**src/rtl/stitch_flow_pkg.sv**
```systemverilog
`default_nettype none
// ============================================================================
// Module      : stitch_flow_pkg
// Description : Shared helpers and types for the stitched-pipeline flow
//               controller (counter width function, status struct).
// Revision    : 1.0 - initial release
// ============================================================================
package stitch_flow_pkg;

    // Fixed width used by the status struct; wide enough for any sane depth.
    localparam int c_STATUS_CNT_W = 16;

    // Bits needed to hold a count in the range 0..depth inclusive.
    function automatic int cnt_w(input int depth);
        return $clog2(depth + 1);
    endfunction

    typedef struct packed {
        logic [c_STATUS_CNT_W-1:0] inflight;
        logic                      idle;
    } flow_status_t;

    // Build the status word from the number of outstanding results.
    function automatic flow_status_t make_status(input logic [c_STATUS_CNT_W-1:0] used);
        flow_status_t s;
        s.inflight = used;
        s.idle     = (used == '0);
        return s;
    endfunction

endpackage
`default_nettype wire

```
**src/rtl/stitch_out_fifo.sv**
```systemverilog
`default_nettype none
// ============================================================================
// Module      : stitch_out_fifo
// Description : Synchronous output FIFO for pipeline results. Pointers and
//               count reset asynchronously; storage is unreset. Read data is
//               masked to zero while empty, with no write-to-read bypass.
// Revision    : 1.0 - initial release
// ============================================================================
module stitch_out_fifo
    import stitch_flow_pkg::*;
#(
    parameter  int DATA_W     = 32,
    parameter  int FIFO_DEPTH = 4,
    localparam int CNT_W      = cnt_w(FIFO_DEPTH)
) (
    input  logic              clk,
    input  logic              rst_n,
    input  logic              wr_en,
    input  logic [DATA_W-1:0] wr_data,
    input  logic              rd_en,
    output logic [DATA_W-1:0] rd_data,
    output logic [CNT_W-1:0]  count
);

    localparam int               PTR_W  = (FIFO_DEPTH > 1) ? $clog2(FIFO_DEPTH) : 1;
    localparam logic [PTR_W-1:0] c_LAST = PTR_W'(FIFO_DEPTH - 1);
    localparam logic [CNT_W-1:0] c_FULL = CNT_W'(FIFO_DEPTH);

    logic [DATA_W-1:0] r_mem [FIFO_DEPTH];
    logic [PTR_W-1:0]  r_wr_ptr;
    logic [PTR_W-1:0]  r_rd_ptr;
    logic [CNT_W-1:0]  r_count;
    logic              w_empty;
    logic              w_rd;

    // Explicit wrap so non-power-of-two depths cycle through 0..DEPTH-1 only.
    function automatic logic [PTR_W-1:0] ptr_inc(input logic [PTR_W-1:0] p);
        return (p == c_LAST) ? '0 : p + PTR_W'(1);
    endfunction

    assign w_empty = (r_count == '0);
    assign w_rd    = rd_en & ~w_empty;
    assign count   = r_count;
    assign rd_data = w_empty ? '0 : r_mem[r_rd_ptr];

    // Storage write; contents are don't-care until the count covers them.
    always_ff @(posedge clk) begin
        if (wr_en) begin
            r_mem[r_wr_ptr] <= wr_data;
        end
    end

    // Pointer and occupancy tracking; simultaneous write and read keep count.
    always_ff @(posedge clk or negedge rst_n) begin
        if (!rst_n) begin
            r_wr_ptr <= '0;
            r_rd_ptr <= '0;
            r_count  <= '0;
        end else begin
            if (wr_en) begin
                r_wr_ptr <= ptr_inc(r_wr_ptr);
            end
            if (w_rd) begin
                r_rd_ptr <= ptr_inc(r_rd_ptr);
            end
            case ({wr_en, w_rd})
                2'b10:   r_count <= r_count + CNT_W'(1);
                2'b01:   r_count <= r_count - CNT_W'(1);
                default: r_count <= r_count;
            endcase
        end
    end

    // Credit gating upstream must make a write into a full FIFO impossible.
    a_no_overflow: assert property (@(posedge clk) disable iff (!rst_n)
        !(wr_en && (r_count == c_FULL)));

endmodule
`default_nettype wire

```
**src/rtl/stitch_pipeline_flow_ctrl.sv**
```systemverilog
`default_nettype none
// ============================================================================
// Module      : stitch_pipeline_flow_ctrl
// Description : Valid/ready wrapper logic for a fixed-latency stitched
//               pipeline without stalls. A token shift register follows each
//               accepted input; results land in an output FIFO, and inputs are
//               only admitted while FIFO credit remains.
// Revision    : 1.0 - initial release
// ============================================================================
module stitch_pipeline_flow_ctrl
    import stitch_flow_pkg::*;
#(
    parameter  int LATENCY    = 2,
    parameter  int DATA_W     = 32,
    parameter  int FIFO_DEPTH = 4,
    localparam int CNT_W      = cnt_w(FIFO_DEPTH)
) (
    input  logic              clk,
    input  logic              rst_n,
    input  logic              in_valid,
    output logic              in_ready,
    input  logic [DATA_W-1:0] pipe_out,
    output logic              out_valid,
    input  logic              out_ready,
    output logic [DATA_W-1:0] out_data,
    output logic [CNT_W-1:0]  inflight,
    output logic              idle
);

    localparam logic [CNT_W-1:0] c_CREDITS = CNT_W'(FIFO_DEPTH);

    logic [CNT_W-1:0]   r_credits;
    logic [LATENCY-1:0] r_tok;
    logic               w_accept;
    logic               w_pop;
    logic               w_arrive;
    logic [CNT_W-1:0]   w_fifo_count;
    flow_status_t       w_status;

    // in_ready depends only on the credit register, never on in_valid/out_ready.
    assign in_ready  = (r_credits != '0);
    assign w_accept  = in_valid & in_ready;
    assign w_pop     = out_valid & out_ready;
    assign w_arrive  = r_tok[LATENCY-1];
    assign out_valid = (w_fifo_count != '0);

    // One credit per FIFO slot: taken on accept, returned on pop.
    always_ff @(posedge clk or negedge rst_n) begin
        if (!rst_n) begin
            r_credits <= c_CREDITS;
        end else begin
            r_credits <= r_credits - CNT_W'(w_accept) + CNT_W'(w_pop);
        end
    end

    generate
        if (LATENCY == 1) begin : g_tok_single
            // Single-stage token tracker.
            always_ff @(posedge clk or negedge rst_n) begin
                if (!rst_n) begin
                    r_tok <= '0;
                end else begin
                    r_tok <= w_accept;
                end
            end
        end else begin : g_tok_chain
            // Token chain mirroring the pipeline stages; the last bit marks a valid result.
            always_ff @(posedge clk or negedge rst_n) begin
                if (!rst_n) begin
                    r_tok <= '0;
                end else begin
                    r_tok <= {r_tok[LATENCY-2:0], w_accept};
                end
            end
        end
    endgenerate

    // pipe_out is only meaningful on the cycle a token arrives.
    stitch_out_fifo #(
        .DATA_W     (DATA_W),
        .FIFO_DEPTH (FIFO_DEPTH)
    ) u_fifo (
        .clk     (clk),
        .rst_n   (rst_n),
        .wr_en   (w_arrive),
        .wr_data (pipe_out),
        .rd_en   (out_ready),
        .rd_data (out_data),
        .count   (w_fifo_count)
    );

    assign w_status = make_status(c_STATUS_CNT_W'(FIFO_DEPTH) - c_STATUS_CNT_W'(r_credits));
    assign inflight = w_status.inflight[CNT_W-1:0];
    assign idle     = w_status.idle;

    a_credit_bound: assert property (@(posedge clk) disable iff (!rst_n)
        r_credits <= c_CREDITS);

    a_status_bound: assert property (@(posedge clk) disable iff (!rst_n)
        w_status.inflight <= c_STATUS_CNT_W'(FIFO_DEPTH));

    a_fifo_within_inflight: assert property (@(posedge clk) disable iff (!rst_n)
        w_fifo_count <= inflight);

endmodule
`default_nettype wire

```
**config.mk**
```make
export PLATFORM = sky130hd
export DESIGN_NAME = stitch_pipeline_flow_ctrl
export DESIGN_NICKNAME = d
export VERILOG_FILES = /design/src/rtl/stitch_flow_pkg.sv /design/src/rtl/stitch_out_fifo.sv /design/src/rtl/stitch_pipeline_flow_ctrl.sv
export SDC_FILE = /design/constraint.sdc
export NUM_CORES = 1
export LEC_CHECK = 0
export ABC_AREA = 1
export CAP_MARGIN = 20
export CORE_MARGIN = 2
export CORE_UTILIZATION = 56
export CTS_BUF_LIST = sky130_fd_sc_hd__clkbuf_2 sky130_fd_sc_hd__clkbuf_4 sky130_fd_sc_hd__clkbuf_8
export DETAILED_ROUTE_END_ITERATION = 8
export HOLD_SLACK_MARGIN = 0.03
export PLACE_DENSITY = 0.8
export SLEW_MARGIN = 15
export SYNTH_ARGS = -nofsm -noshare
export SYNTH_HDL_FRONTEND = slang
export SYNTH_SLANG_ARGS = --single-unit
```
**constraint.sdc**
```tcl
create_clock -name clk -period 2.22 [get_ports clk]
set_input_delay 0.444 -clock clk [delete_from_list [all_inputs] [get_ports clk]]
set_output_delay 0.444 -clock clk [all_outputs]
set_load 0.02 [all_outputs]
```
# [After elaboration in Yosys (flattened, before gate mapping)]
# Memory sizes are Yosys's and may differ from the RTL's.
# Index checks and enable logic that the tools add are counted.
[word_totals] reg_bits=12 ramBits=128 in_bits=36 output_inout_bits=38 word_cells=32 n_memories=1
[classes] addsub=7 eq_ne=4 n_mux=6 bitwise_logic=4 n_reduce_logical=5
[mem_list] memory="u_fifo.r_mem" depth=4 word_bits=32 read_ports=1 rd_ports_with_merged_regs=0 wr=1 line_no="stitch_out_fifo.sv:29" text="logic [DATA_W-1:0] r_mem [FIFO_DEPTH];"
[ops] cell="2-to-1 mux 32 bit" count=1
[ops] cell="zero test 16 bit" count=1
[ops] cell="== test 2 bit, second input constant" count=3
[ops] cell="one-hot mux 3 bit (2 select lines)" count=1
[ops] cell="nonzero test 3 bit" count=2
[ops] cell="adder 2 x 1 -> 2 bit, second input constant" count=2
[ops] cell="2-to-1 mux 2 bit" count=2
[ops] cell="subtractor 3 x 3 -> 4 bit, first input constant" count=1
[ops] cell="adder 3 x 1 -> 3 bit" count=1
[ops] cell="adder 3 x 1 -> 3 bit, second input constant" count=1
[ops] cell="AND 1 bit" count=3
[ops] cell="zero test 3 bit" count=1
[ops] cell="subtractor 3 x 1 -> 3 bit" count=1
[ops] cell="subtractor 3 x 1 -> 3 bit, second input constant" count=1
[ops] cell="== test 2 x 1 -> 1 bit, second input constant" count=1
[ops] cell="2-to-1 mux 1 bit" count=2
[ops] cell="nonzero test 2 bit" count=1
[ops] cell="NOT 1 bit" count=1

# [Depth between registers and ports, before layout]
# Gate-level depths: netlist of the first run.
[logic_depth] depth_word=5 depth_mapped=12 ltp_nobuf=12

# [Modules after synthesis]
# From an unflattened synthesis of the first run, not the netlist that was laid out.
[hier_totals] cells_unflattened=591 area_unflattened_um2=6178.4
[modules_own_cells] mod="stitch_out_fifo" instances=1 cells_each=561 area_each_um2=5876.9
[modules_own_cells] mod="stitch_pipeline_flow_ctrl" instances=1 cells_each=30 area_each_um2=301.5

# [Worst setup path after synthesis of the first run]
# OpenSTA, ideal clock, no wires.
[synth_timing] path_type="register -> register" startpoint="register r_credits[0]" endpoint="register r_credits[1]" setup_ps=114 arrival_time_ps=1853 path_slack_ps=254 stages_incl_launch_ff=11 period_less_slack_ps=1966 cell_sequence="dfrtp_1 -> inv_1 -> ha_1 -> ha_1 -> nor2_1 -> ha_1 -> inv_1 -> ha_1 -> inv_1 -> fa_1 -> inv_1"
[synth_via] elab_chain_cells=4
[synth_rtl] element="from (decl)" line_no="stitch_pipeline_flow_ctrl.sv:32" text="logic [CNT_W-1:0] r_credits;"
[synth_rtl] element="from (signal assigned)" line_no="stitch_pipeline_flow_ctrl.sv:50" text="r_credits <= c_CREDITS;"
[synth_rtl] element="from (signal assigned)" line_no="stitch_pipeline_flow_ctrl.sv:52" text="r_credits <= r_credits - CNT_W'(w_accept) + CNT_W'(w_pop);"
[synth_rtl] element="nonzero test 3 bit" line_no="stitch_pipeline_flow_ctrl.sv:41" text="assign in_ready = (r_credits != '0);"
[synth_rtl] element="AND 1 bit" line_no="stitch_pipeline_flow_ctrl.sv:42" text="assign w_accept = in_valid & in_ready;"
[synth_rtl] element="named net w_accept" line_no="stitch_pipeline_flow_ctrl.sv:34" text="logic w_accept;"
[synth_rtl] element="subtractor 3 x 1 -> 3 bit" line_no="stitch_pipeline_flow_ctrl.sv:52"
[synth_rtl] element="adder 3 x 1 -> 3 bit" line_no="stitch_pipeline_flow_ctrl.sv:52"
# The timed path passes the listed nets, and every way through them passes these cells.
# A chain may end at the register's enable or synchronous reset.

# [Final worst setup path of the first run]
[layout_timing] startpoint="register u_fifo.r_rd_ptr[1]" endpoint="output port out_data[2]"
[layout_via] elab_chain_cells=2
[layout_rtl] element="from (decl)" line_no="stitch_out_fifo.sv:31" text="logic [PTR_W-1:0] r_rd_ptr;"
[layout_rtl] element="from (signal assigned)" line_no="stitch_out_fifo.sv:64" text="r_rd_ptr <= ptr_inc(r_rd_ptr);"
[layout_rtl] element="memory (4 x 32 bit)"
[layout_rtl] element="2-to-1 mux 32 bit" line_no="stitch_out_fifo.sv:44" text="assign rd_data = w_empty ? '0 : r_mem[r_rd_ptr];"
[layout_rtl] element="to (decl)" line_no="stitch_pipeline_flow_ctrl.sv:25" text="output logic [DATA_W-1:0] out_data,"
# No other way between the ends.

==> out/qor.yml, run 1 <==
run_status:
  outcome: "finished clean"
global_routing:
  overflow: 0
  grt_max_degree: 49
  grt_pass1_wl_um: 19510
  grt_use_total_pct: 22.39
  grt_pass1_vias: 4200
  antenna_found_initial: 0
place:
  gp_congestion: 0.7854
  port_buffers: 73
  hpwl_um: 7423
finish:
  final_util_pct: 69.04
  final_nets: 727
  area_growth_pct: 21.01
  antenna_cells: 0
  fillers: 792
  drive_gt1_share_pct: 15.05
worst_setup_path:
  crit_path_start_kind: "register"
  r2r_slack_ns: 0.15
  slowest_stage: "dfrtp_2"
  cp.arrival_ns: 1.70
  path_class: "register to output port"
  max_stage_delay_ns: 0.44
  required_ns: 1.78
  r2r_end: "r_credits[1]"
  cp_cell_sequence: "inv_2 > buf_12 > nand3_1 > a21oi_1 > clkdlybuf4s15_1"
  cp_max_fo: 23
  r2r_start: "r_credits[2]"
  worst_setup_path_end_kind: "output port"
  r2r_cells: 9
sta:
  final_max_slew_viol_count: 0
  slew_headroom_pct: 64.07
  skew_ns: 0.007864
  hold_viol_final: 0
  period_needed_ns: 2.140
  tightest_slew_ns: 0.5373
  finalSetupViolations: 0
  fin_tns_setup_ns: 0
  fmax_mhz: 467.4
  fin_crit_sh_pct: 96.38
die:
  core_area_mm2: 0.01079
  row_count: 38
  die_area_mm2: 0.01185
  die_w_um: 108.9
  die_y_um: 108.9
  io_pins: 74
  initial_utilization_pct: 57.05
clock_network:
  cts_hold_buf: 0
  cts_tree: "done"
  insertion_delay_ns: 0.43
  cts_root_buffer: "clkbuf_8"
  cts_max_level: 4
  cts.sinks: 140
  clk_path_buf_depth: 2
  path_clk_slew_ns: 0.08
  cts_buffers: 17
route:
  postRouteAntennaNets: 0
  wire_per_inst_um: 14.87
  drt-total-wl_um: 12360
  drc: 0
  drtIter0Drc: 280
  viasPerCell: 4.995
  via_count: 4151
  drt_pre_antenna_iters: 6
power_and_ir_drop:
  p_leak_uw: 0.003381
  power.density_mw_per_mm2: 1379
  ir_drop_v: 0.0008057
yosys:
  synthMostInstantiatedCell: "inv_1"
  synth_area_leaders: "edfxtp_1 (62%), inv_1 (9.0%), nand2_1 (8.9%), nand3_1 (5.3%), dfrtp_1 (4.5%)"
  synth-seq-cells: 140
  synth-main-ff-cell: "edfxtp_1"
  syn-num-nets: 636
  yosysTopAreaCell: "edfxtp_1"
  synthesis.area_mm2: 0.006157
  synth_cells: 587
  synth_top_area_share_pct: 62.43
  synth-edff-count: 128
  synth_common_cells: "inv_1 (148), nand2_1 (146), edfxtp_1 (128), nand3_1 (65), a21oi_1 (33)"
  syn_area_per_cell_um2: 10.49
  synthDistinctLibCells: 21
  ys_seq_area_share_pct: 67.32
  async_flop_share_pct: 8.571
  yosysWarnings: 0
flow_run:
  drv_cap: 0
min_path:
  worst_hold_path_type: "input port to asynchronous set/reset pin"
==> power by group <==
part / internal (uW) / switching (uW)
Clock: 1100 / 900
Sequential: 3500 / 188
Combinational: 1640 / 2960
==> per-layer routing <==
| metal | GRT usage, % | vias to the layer above | routed length (um) |
|---|---|---|---|
| met2 | 38.13 | 148 | 6353 |
| met1 | 26.68 | 1959 | 5021 |
| met4 | 10.16 | 0 | 218 |
| li1 | - | 2022 | - |
| met3 | 6.097 | 22 | 761 |
| met5 | 0 | - | 0 |
==> critical path, delay by kind of cell, from the launching register on <==
family                 cells  cell delay (ns)
and+or+nand+nor            1             0.09
AOI/OAI and AO/OA          1             0.15
buffers and inverters      3             0.58
DFF                        1             0.44
==> state kept, by name (all words and copies together) (netlist names) <==
register	flops
u_fifo.r_mem	128
r_credits	3
u_fifo.count	3
r_tok	2
u_fifo.r_rd_ptr	2
u_fifo.r_wr_ptr	2
==> cell families (layout without fill, tap and decap cells) <==
kind of cell / Yosys count / after routing / share of synthesized area (%)
simple gates: 216 / 216 / 14.67
flops: 140 / 140 / 67.32
xor+xnor: 2 / 2 / 0.2845
fa+ha+maj: 13 / 13 / 2.886
buf+inv: 179 / 283 / 11.83
compound gates: 37 / 37 / 3.007
==> area by class of cell <==
| class | count | area [um2] | area share (%) |
|---|---|---|---|
| sequential | 140 | 4148 | 55.67 |
| multi-input combinational | 268 | 1309 | 17.57 |
| timing repair buffer | 97 | 842.1 | 11.30 |
| inverter | 154 | 583.1 | 7.825 |
| tap | 140 | 175.2 | 2.351 |
| clock inverter | 14 | 152.6 | 2.049 |
| clock buffer | 18 | 241.5 | 3.241 |
==> per-stage QoR <==
stage	total power, uW	std cells	worst slack, ns	instance area [um2]	hold slack [ns]
finish	10280	831	0.08040	7451	0.3652
global route	10930	831	-0.01062	7451	0.3768
CTS	10360	829	0.004800	7496	0.3670
detailed placement	8606	794	-0.03259	7119	0.3524
global placement	8467	794	0.06584	7119	0.3320
floorplan	6593	587	0.2535	6157	0.1484
==> worst max path at each step <==
| stage | startpoint | to | slack (ns) | cells past startpoint |
|---|---|---|---|---|
| 6_report | u_fifo.r_rd_ptr[1] | out_data[2] | 0.08 | 5 |
| 5_1_grt | r_credits[1] | idle | -0.01 | 6 |
| 4_1_cts | u_fifo.count[0] | out_data[1] | 0.005 | 7 |
| 3_5_place_dp | in_valid | r_credits[1] | -0.03 | 9 |
| 3_3_place_gp | in_valid | r_credits[1] | 0.07 | 9 |
| 2_1_floorplan | r_credits[0] | r_credits[1] | 0.25 | 10 |
==> what timing repair did <==
item                                   in CTS  in global routing
setup endpoints to repair                  35                 29
endpoints found under the hold margin       0                  0
buffers inserted                            3                  2
pin swaps                                   0                  1
resized for setup                         102                 43
==> cell usage in the layout, fill, tap and decap left out, types with 5 or more instances in the layout <==
cell type        count
clkinv_1             6
a21oi_1             27
dfrtp_1              9
edfxtp_1           128
inv_1              144
inv_2                5
buf_12               5
nand2_1            146
clkdlybuf4s50_1     37
a21oi_2              6
buf_4               19
clkbuf_2            11
nand3_1             65
clkinv_2             5
buf_2               18
clkbuf_8            17
ha_1                11
(Power assumes the default switching activity.)
==> inputs of run 2 (changes only) <==
--- a/config.mk
+++ b/config.mk
@@ -13,6 +13,7 @@
 export DETAILED_ROUTE_END_ITERATION = 8
 export HOLD_SLACK_MARGIN = 0.03
 export PLACE_DENSITY = 0.8
+export SETUP_SLACK_MARGIN = 0.1
 export SLEW_MARGIN = 15
 export SYNTH_ARGS = -nofsm -noshare
 export SYNTH_HDL_FRONTEND = slang
==> out/qor.yml, run 2 (synthesis gave the netlist of run 1 again) <==
place:
  postPlaceCellArea_mm2: 0.007119  # unchanged
  port_buffers: 73  # unchanged
  gp_congestion: 0.7854  # unchanged
  hpwl_um: 7423  # unchanged
  post-place-ws_ns: -0.03259  # unchanged
worst_setup_path:
  r2r_slack_ns: 0.24  # was 0.15 ns
  worst_setup_path_end_kind: "output port"  # unchanged
  slowest_stage: "dfstp_2"  # was dfrtp_2
  r2r_start: "r_credits[1]"  # was r_credits[2]
  crit_path_start_kind: "register"  # unchanged
  r2r_end: "r_credits[1]"  # unchanged
  cp.arrival_ns: 1.65  # was 1.70 ns
  cp_cell_sequence: "inv_1 > ha_4 > nand2_1 > a21oi_1 > buf_4"  # was inv_2 > buf_12 > nand3_1 > a21oi_1 > clkdlybuf4s15_1
  max_stage_delay_ns: 0.56  # was 0.44 ns
  r2r_cells: 10  # was 9
  path_class: "register to output port"  # unchanged
  required_ns: 1.78  # about the same
  cp_max_fo: 3  # was 23
finish:
  largest_reg_flops: 128  # unchanged
  antenna_cells: 0  # unchanged
  layout_commonest_cell: "nand2_1"  # unchanged
  regMostFlops: "u_fifo.r_mem"  # unchanged
  drive_gt1_share_pct: 15.36  # was 15.05%
  area_growth_pct: 22.19  # was 21.01%
  final_nets: 726  # was 727
  design_area_mm2: 0.007523  # was 0.007451 mm2
  final_cell_mix: "nand2_1 (146), inv_1 (144), edfxtp_1 (128), nand3_1 (65), clkdlybuf4s50_1 (36)"  # was nand2_1 (146), inv_1 (144), edfxtp_1 (128), nand3_1 (65), clkdlybuf4s50_1 (37)
min_path:
  hold_start: "r_tok[0]"
  whs_endpoint: "r_tok[1]"
  worst_hold_path_type: "register to register"  # was input port to asynchronous set/reset pin
  hold_path_depth: 0
route:
  postRouteAntennaNets: 0  # unchanged
  drt-total-wl_um: 12500  # was 12360 um
  wire_per_inst_um: 15.06  # was 14.87 um
  drc: 0  # unchanged
  via_count: 4172  # was 4151
  drtIter0Drc: 261  # was 280
  drt_pre_antenna_iters: 5  # was 6
  viasPerCell: 5.027  # was 4.995
sta:
  fmax_mhz: 478.4  # was 467.4 MHz
  setup_ws_ns: 0.1299  # was 0.08040 ns
  fin_crit_sh_pct: 94.15  # was 96.38%
  finalSetupViolations: 0  # unchanged
  whs_ns: 0.3635  # was 0.3652 ns
  fin_tns_setup_ns: 0  # unchanged
  rsz0062_at_grt: "true"
  tightest_slew_ns: 0.5293  # was 0.5373 ns
  skew_ns: 0.006446  # was 0.007864 ns
  period_needed_ns: 2.090  # was 2.140 ns
  final_max_slew_viol_count: 0  # unchanged
  slew_headroom_pct: 64.60  # was 64.07%
  hold_viol_final: 0  # unchanged
die:
  io_pins: 74  # unchanged
  die_y_um: 108.9  # unchanged
  row_count: 38  # unchanged
  initial_utilization_pct: 57.05  # unchanged
  die_w_um: 108.9  # unchanged
  die_area_mm2: 0.01185  # unchanged
  core_area_mm2: 0.01079  # unchanged
clock_network:
  path_clk_slew_ns: 0.07  # was 0.08 ns
  cts_buffers: 17  # unchanged
  clk_path_buf_depth: 2  # unchanged
  cts_max_level: 4  # unchanged
  cts_root_buffer: "clkbuf_8"  # unchanged
  cts_tree: "done"  # unchanged
  insertion_delay_ns: 0.42  # was 0.43 ns
  cts.sinks: 140  # unchanged
global_routing:
  use_met1_pct: 26.59  # was 26.68%
  grt_use_total_pct: 22.72  # was 22.39%
  antenna_found_initial: 0  # unchanged
  grt_pass1_vias: 4216  # was 4200
  overflow: 0  # unchanged
  grt_pass1_wl_um: 19740  # was 19510 um
  use_met2_pct: 39.29  # was 38.13%
  use_met3_pct: 6.097  # unchanged
  top_usage_layer: "met2"  # unchanged
  grt_max_degree: 49  # unchanged
power_and_ir_drop:
  power.density_mw_per_mm2: 1387  # was 1379 mW/mm2
  netSwitchingFraction_pct: 39.00  # was 39.35%
  p_int_uw: 6365  # was 6234 uW
  p_leak_uw: 0.003389  # was 0.003381 uW
  p_sw_uw: 4070  # was 4045 uW
  ir_drop_v: 0.0007923  # was 0.0008057 V
  combPwrFrac_pct: 45.4  # was 44.7%
  pwr-share-seq_pct: 35.4  # was 35.8%
  power_uw: 10430  # was 10280 uW
  p_clk_share_pct: 19.2  # was 19.5%
run_status:
  outcome: "finished clean"  # unchanged
flow_run:
  drv_cap: 0  # unchanged
-- run 2: how the worst max path moves through the flow --
stage / startpoint / end / slack (ns) / cells past startpoint
floorplan: r_credits[0] / r_credits[1] / 0.25 / 10
global placement: in_valid / r_credits[1] / 0.07 / 9
detailed placement: in_valid / r_credits[1] / -0.03 / 9
CTS: r_credits[1] / idle / 0.02 / 6
global route: r_credits[1] / idle / 0.03 / 6
finish: r_credits[2] / idle / 0.13 / 5
-- run 2: power groups by stage --
stage                     Sequential [uW]  Clock [uW]  Combinational, uW
after global placement               3700           0               4760
after CTS                            3680        2020               4560
final                                3690        2000               4740
after global routing                 3730        2150               5230
after floorplan                      3680           0               2910
after detailed placement             3730           0               4870
-- run 2: cell type report --
class	count	area (um2)
sequential	140	4148
fill	782	3269
multi-input combinational	268	1324
timing repair buffer	96	897.1
inverter	154	585.6
clock buffer	18	241.5
tap	140	175.2
clock inverter	14	152.6
-- run 2: worst max-delay path, delay by kind of cell (launching register included) --
kind                     cells  cell delay, ns
AO/OA/AOI/OAI                1            0.13
buffers and inverters        2            0.23
flip-flops                   1            0.56
adder cells (fa/ha/maj)      1            0.26
AND/OR/NAND/NOR              1            0.05
-- run 2: metal layers --
layer	up-vias	routed length (um)
li1	2023	-
met5	-	0
met2	142	6487
met3	20	789
met1	1987	5040
met4	0	184
-- run 2: through the flow --
stage / instances / utilization (%)
after CTS: 827 / 68.88
after global routing: 830 / 69.71
after global placement: 794 / 65.96
final: 830 / 69.71
after detailed placement: 794 / 65.96
after floorplan: 587 / -
-- run 2: repair_timing --
item	4_1_cts	5_1_grt
setup endpoints to repair	37	35
setup buffers	1	2
hold buffers	0	0
gates resized for setup	142	28
pin swaps	0	3
cloned	0	1
==> inputs of run 3 (changes only) <==
--- a/config.mk
+++ b/config.mk
@@ -11,10 +11,10 @@
 export CORE_UTILIZATION = 56
 export CTS_BUF_LIST = sky130_fd_sc_hd__clkbuf_2 sky130_fd_sc_hd__clkbuf_4 sky130_fd_sc_hd__clkbuf_8
 export DETAILED_ROUTE_END_ITERATION = 8
+export DONT_BUFFER_PORTS = 1
 export HOLD_SLACK_MARGIN = 0.03
-export PLACE_DENSITY = 0.8
+export PLACE_DENSITY = 0.71
 export SETUP_SLACK_MARGIN = 0.1
-export SLEW_MARGIN = 15
 export SYNTH_ARGS = -nofsm -noshare
 export SYNTH_HDL_FRONTEND = slang
 export SYNTH_SLANG_ARGS = --single-unit
==> out/qor.yml, run 3 (synthesis gave the netlist of run 1 again) <==
die:
  die_area_mm2: 0.01185  # unchanged
  die_w_um: 108.9  # unchanged
  row_count: 38  # unchanged
  die_y_um: 108.9  # unchanged
  core_area_mm2: 0.01079  # unchanged
  io_pins: 74  # unchanged
  initial_utilization_pct: 57.05  # unchanged
worst_setup_path:
  path_delay_family: "flip-flops"  # unchanged
  r2r_start: "r_credits[1]"  # unchanged
  r2r_end: "r_credits[1]"  # unchanged
  path_buf_inv: 1  # was 2
  r2r_slack_ns: 0.25  # was 0.24 ns
  cp_cell_sequence: "buf_4 > nand2_1 > nand3_1 > a21oi_4"  # was inv_1 > ha_4 > nand2_1 > a21oi_1 > buf_4
  slowest_stage: "dfrtp_2"  # was dfstp_2
  cp_max_fo: 20  # was 3
  worst_setup_path_end_kind: "output port"  # unchanged
  r2r_cells: 10  # unchanged
  cp.arrival_ns: 1.64  # was 1.65 ns
  crit_path_start_kind: "register"  # unchanged
  max_stage_delay_ns: 0.47  # was 0.56 ns
  required_ns: 1.78  # about the same
  path_class: "register to output port"  # unchanged
global_routing:
  grt_max_degree: 37  # was 49
  antenna_found_initial: 0  # unchanged
  grt_pass1_vias: 3723  # was 4216
  grt_pass1_wl_um: 17740  # was 19740 um
  grt_use_total_pct: 20.53  # was 22.72%
  overflow: 0  # unchanged
sta:
  final_max_slew_viol_count: 0  # unchanged
  fin_crit_sh_pct: 93.74  # was 94.15%
  hold_viol_final: 0  # unchanged
  whs_ns: 0.1054  # was 0.3635 ns
  period_needed_ns: 2.081  # was 2.090 ns
  tightest_slew_ns: 0.5414  # was 0.5293 ns
  slew_headroom_pct: 63.79  # was 64.60%
  finalSetupViolations: 0  # unchanged
  fin_tns_setup_ns: 0  # unchanged
  skew_ns: 0.009604  # was 0.006446 ns
  rsz0062_at_grt: "true"  # unchanged
  fmax_mhz: 480.5  # was 478.4 MHz
finish:
  layout_commonest_cell: "inv_1"  # was nand2_1
  final_cell_mix: "inv_1 (146), nand2_1 (145), edfxtp_1 (128), nand3_1 (65), buf_4 (22)"  # was nand2_1 (146), inv_1 (144), edfxtp_1 (128), nand3_1 (65), clkdlybuf4s50_1 (36)
  area_growth_pct: 17.54  # was 22.19%
  multi_input_area_mm2: 0.001595  # was 0.001324 mm2
  drive_gt1_share_pct: 16.75  # was 15.36%
  design_area_mm2: 0.007237  # was 0.007523 mm2
  fillers: 782  # unchanged
  final_util_pct: 67.05  # was 69.71%
  regMostFlops: "u_fifo.r_mem"  # unchanged
  final_nets: 663  # was 726
  regArea_mm2: 0.004146  # was 0.004148 mm2
  antenna_cells: 0  # unchanged
  largest_reg_flops: 128  # unchanged
min_path:
  hold_start: "pipe_out[21]"  # was r_tok[0]
  worst_hold_path_type: "input port to register"  # was register to register
  hold_path_depth: 0  # unchanged
  whs_endpoint: "u_fifo.r_mem[3][21]"  # was r_tok[1]
flow_run:
  drv_cap: 0  # unchanged
clock_network:
  cts_root_buffer: "clkbuf_8"  # unchanged
  clk_path_buf_depth: 2  # unchanged
  insertion_delay_ns: 0.43  # was 0.42 ns
  cts_buffers: 17  # unchanged
  cts_tree: "done"  # unchanged
  cts_max_level: 4  # unchanged
  cts.sinks: 140  # unchanged
  path_clk_slew_ns: 0.08  # was 0.07 ns
route:
  drt-total-wl_um: 12100  # was 12500 um
  drt_pre_antenna_iters: 4  # was 5
  drc: 0  # unchanged
  highest_layer: "met4"  # unchanged
  postRouteAntennaNets: 0  # unchanged
  via_count: 3834  # was 4172
  wire_per_inst_um: 15.77  # was 15.06 um
  wl_met2_um: 6303  # was 6487 um
  met3_length_um: 894  # was 789 um
  drtIter0Drc: 198  # was 261
  drt-met1-wl_um: 4732  # was 5040 um
  viasPerCell: 4.999  # was 5.027
place:
  port_buffers: 0  # was 73
  gp_congestion: 0.7853  # was 0.7854
  hpwl_um: 6999  # was 7423 um
  postPlaceCellArea_mm2: 0.006406  # was 0.007119 mm2
run_status:
  outcome: "finished clean"  # unchanged
power_and_ir_drop:
  ir_drop_v: 0.0008076  # was 0.0007923 V
  power.density_mw_per_mm2: 1441  # was 1387 mW/mm2
  power_uw: 10430  # about the same
  p_leak_uw: 0.003180  # was 0.003389 uW
-- run 3: cell count changes in the layout (fill, tap and decap cells not counted), moves of 4 or more --
cell             previous run  this run
clkdlybuf4s50_1            36         0
a21oi_1                    27         2
a21oi_4                     0        21
buf_2                      20         0
a21oi_2                     6        10
-- run 3: how the worst max path moves through the flow --
stage	from	endpoint	depth (start not counted)
finish	u_fifo.r_rd_ptr[0]	out_data[16]	4
global route	u_fifo.r_rd_ptr[0]	out_data[17]	5
CTS	u_fifo.count[0]	out_data[13]	6
detailed placement	r_credits[1]	r_credits[1]	10
global placement	r_credits[1]	r_credits[1]	10
floorplan	r_credits[0]	r_credits[1]	10
-- run 3: final cells by class --
class	count	area share, %
sequential	140	57.30
multi-input combinational	268	22.04
inverter	154	8.126
timing repair buffer	33	5.031
clock buffer	18	3.337
tap	140	2.420
clock inverter	14	1.746
-- run 3: per-layer routing --
metal / vias to the layer above / global-route usage, %
li1: 1893 / -
met1: 1824 / 23.15
met2: 101 / 35.00
met3: 16 / 8.010
met4: 0 / 8.425
met5: - / 0
-- run 3: power breakdown --
| part | total [uW] | internal, uW | switching [uW] |
|---|---|---|---|
| clock | 1880 | 987 | 889 |
| sequential | 3680 | 3490 | 183 |
| combinational | 4880 | 1650 | 3230 |
-- run 3: stage by stage --
step,cells,worst slack [ns]
after CTS,761,0.003976
after global routing,767,0.05641
final,767,0.1390
after floorplan,587,0.2535
after detailed placement,725,0.08989
after global placement,725,0.1901
-- run 3: worst reg2reg max path: cells and delay by family, from the launching register on --
kind / cells / cell delay, ns
adders and majority gates: 5 / 1.18
DFF: 1 / 0.38
buffers and inverters: 4 / 0.27
and+or+nand+nor: 1 / 0.04
-- run 3: what timing repair did --
| action | CTS | global route |
|---|---|---|
| hold buffers | 1 | 0 |
| gates cloned | 0 | 3 |
| hold endpoints to repair | 12 | 0 |
| setup endpoints to repair | 35 | 36 |
| pin swaps | 1 | 6 |
| resized for setup | 19 | 49 |
| setup buffers | 3 | 3 |
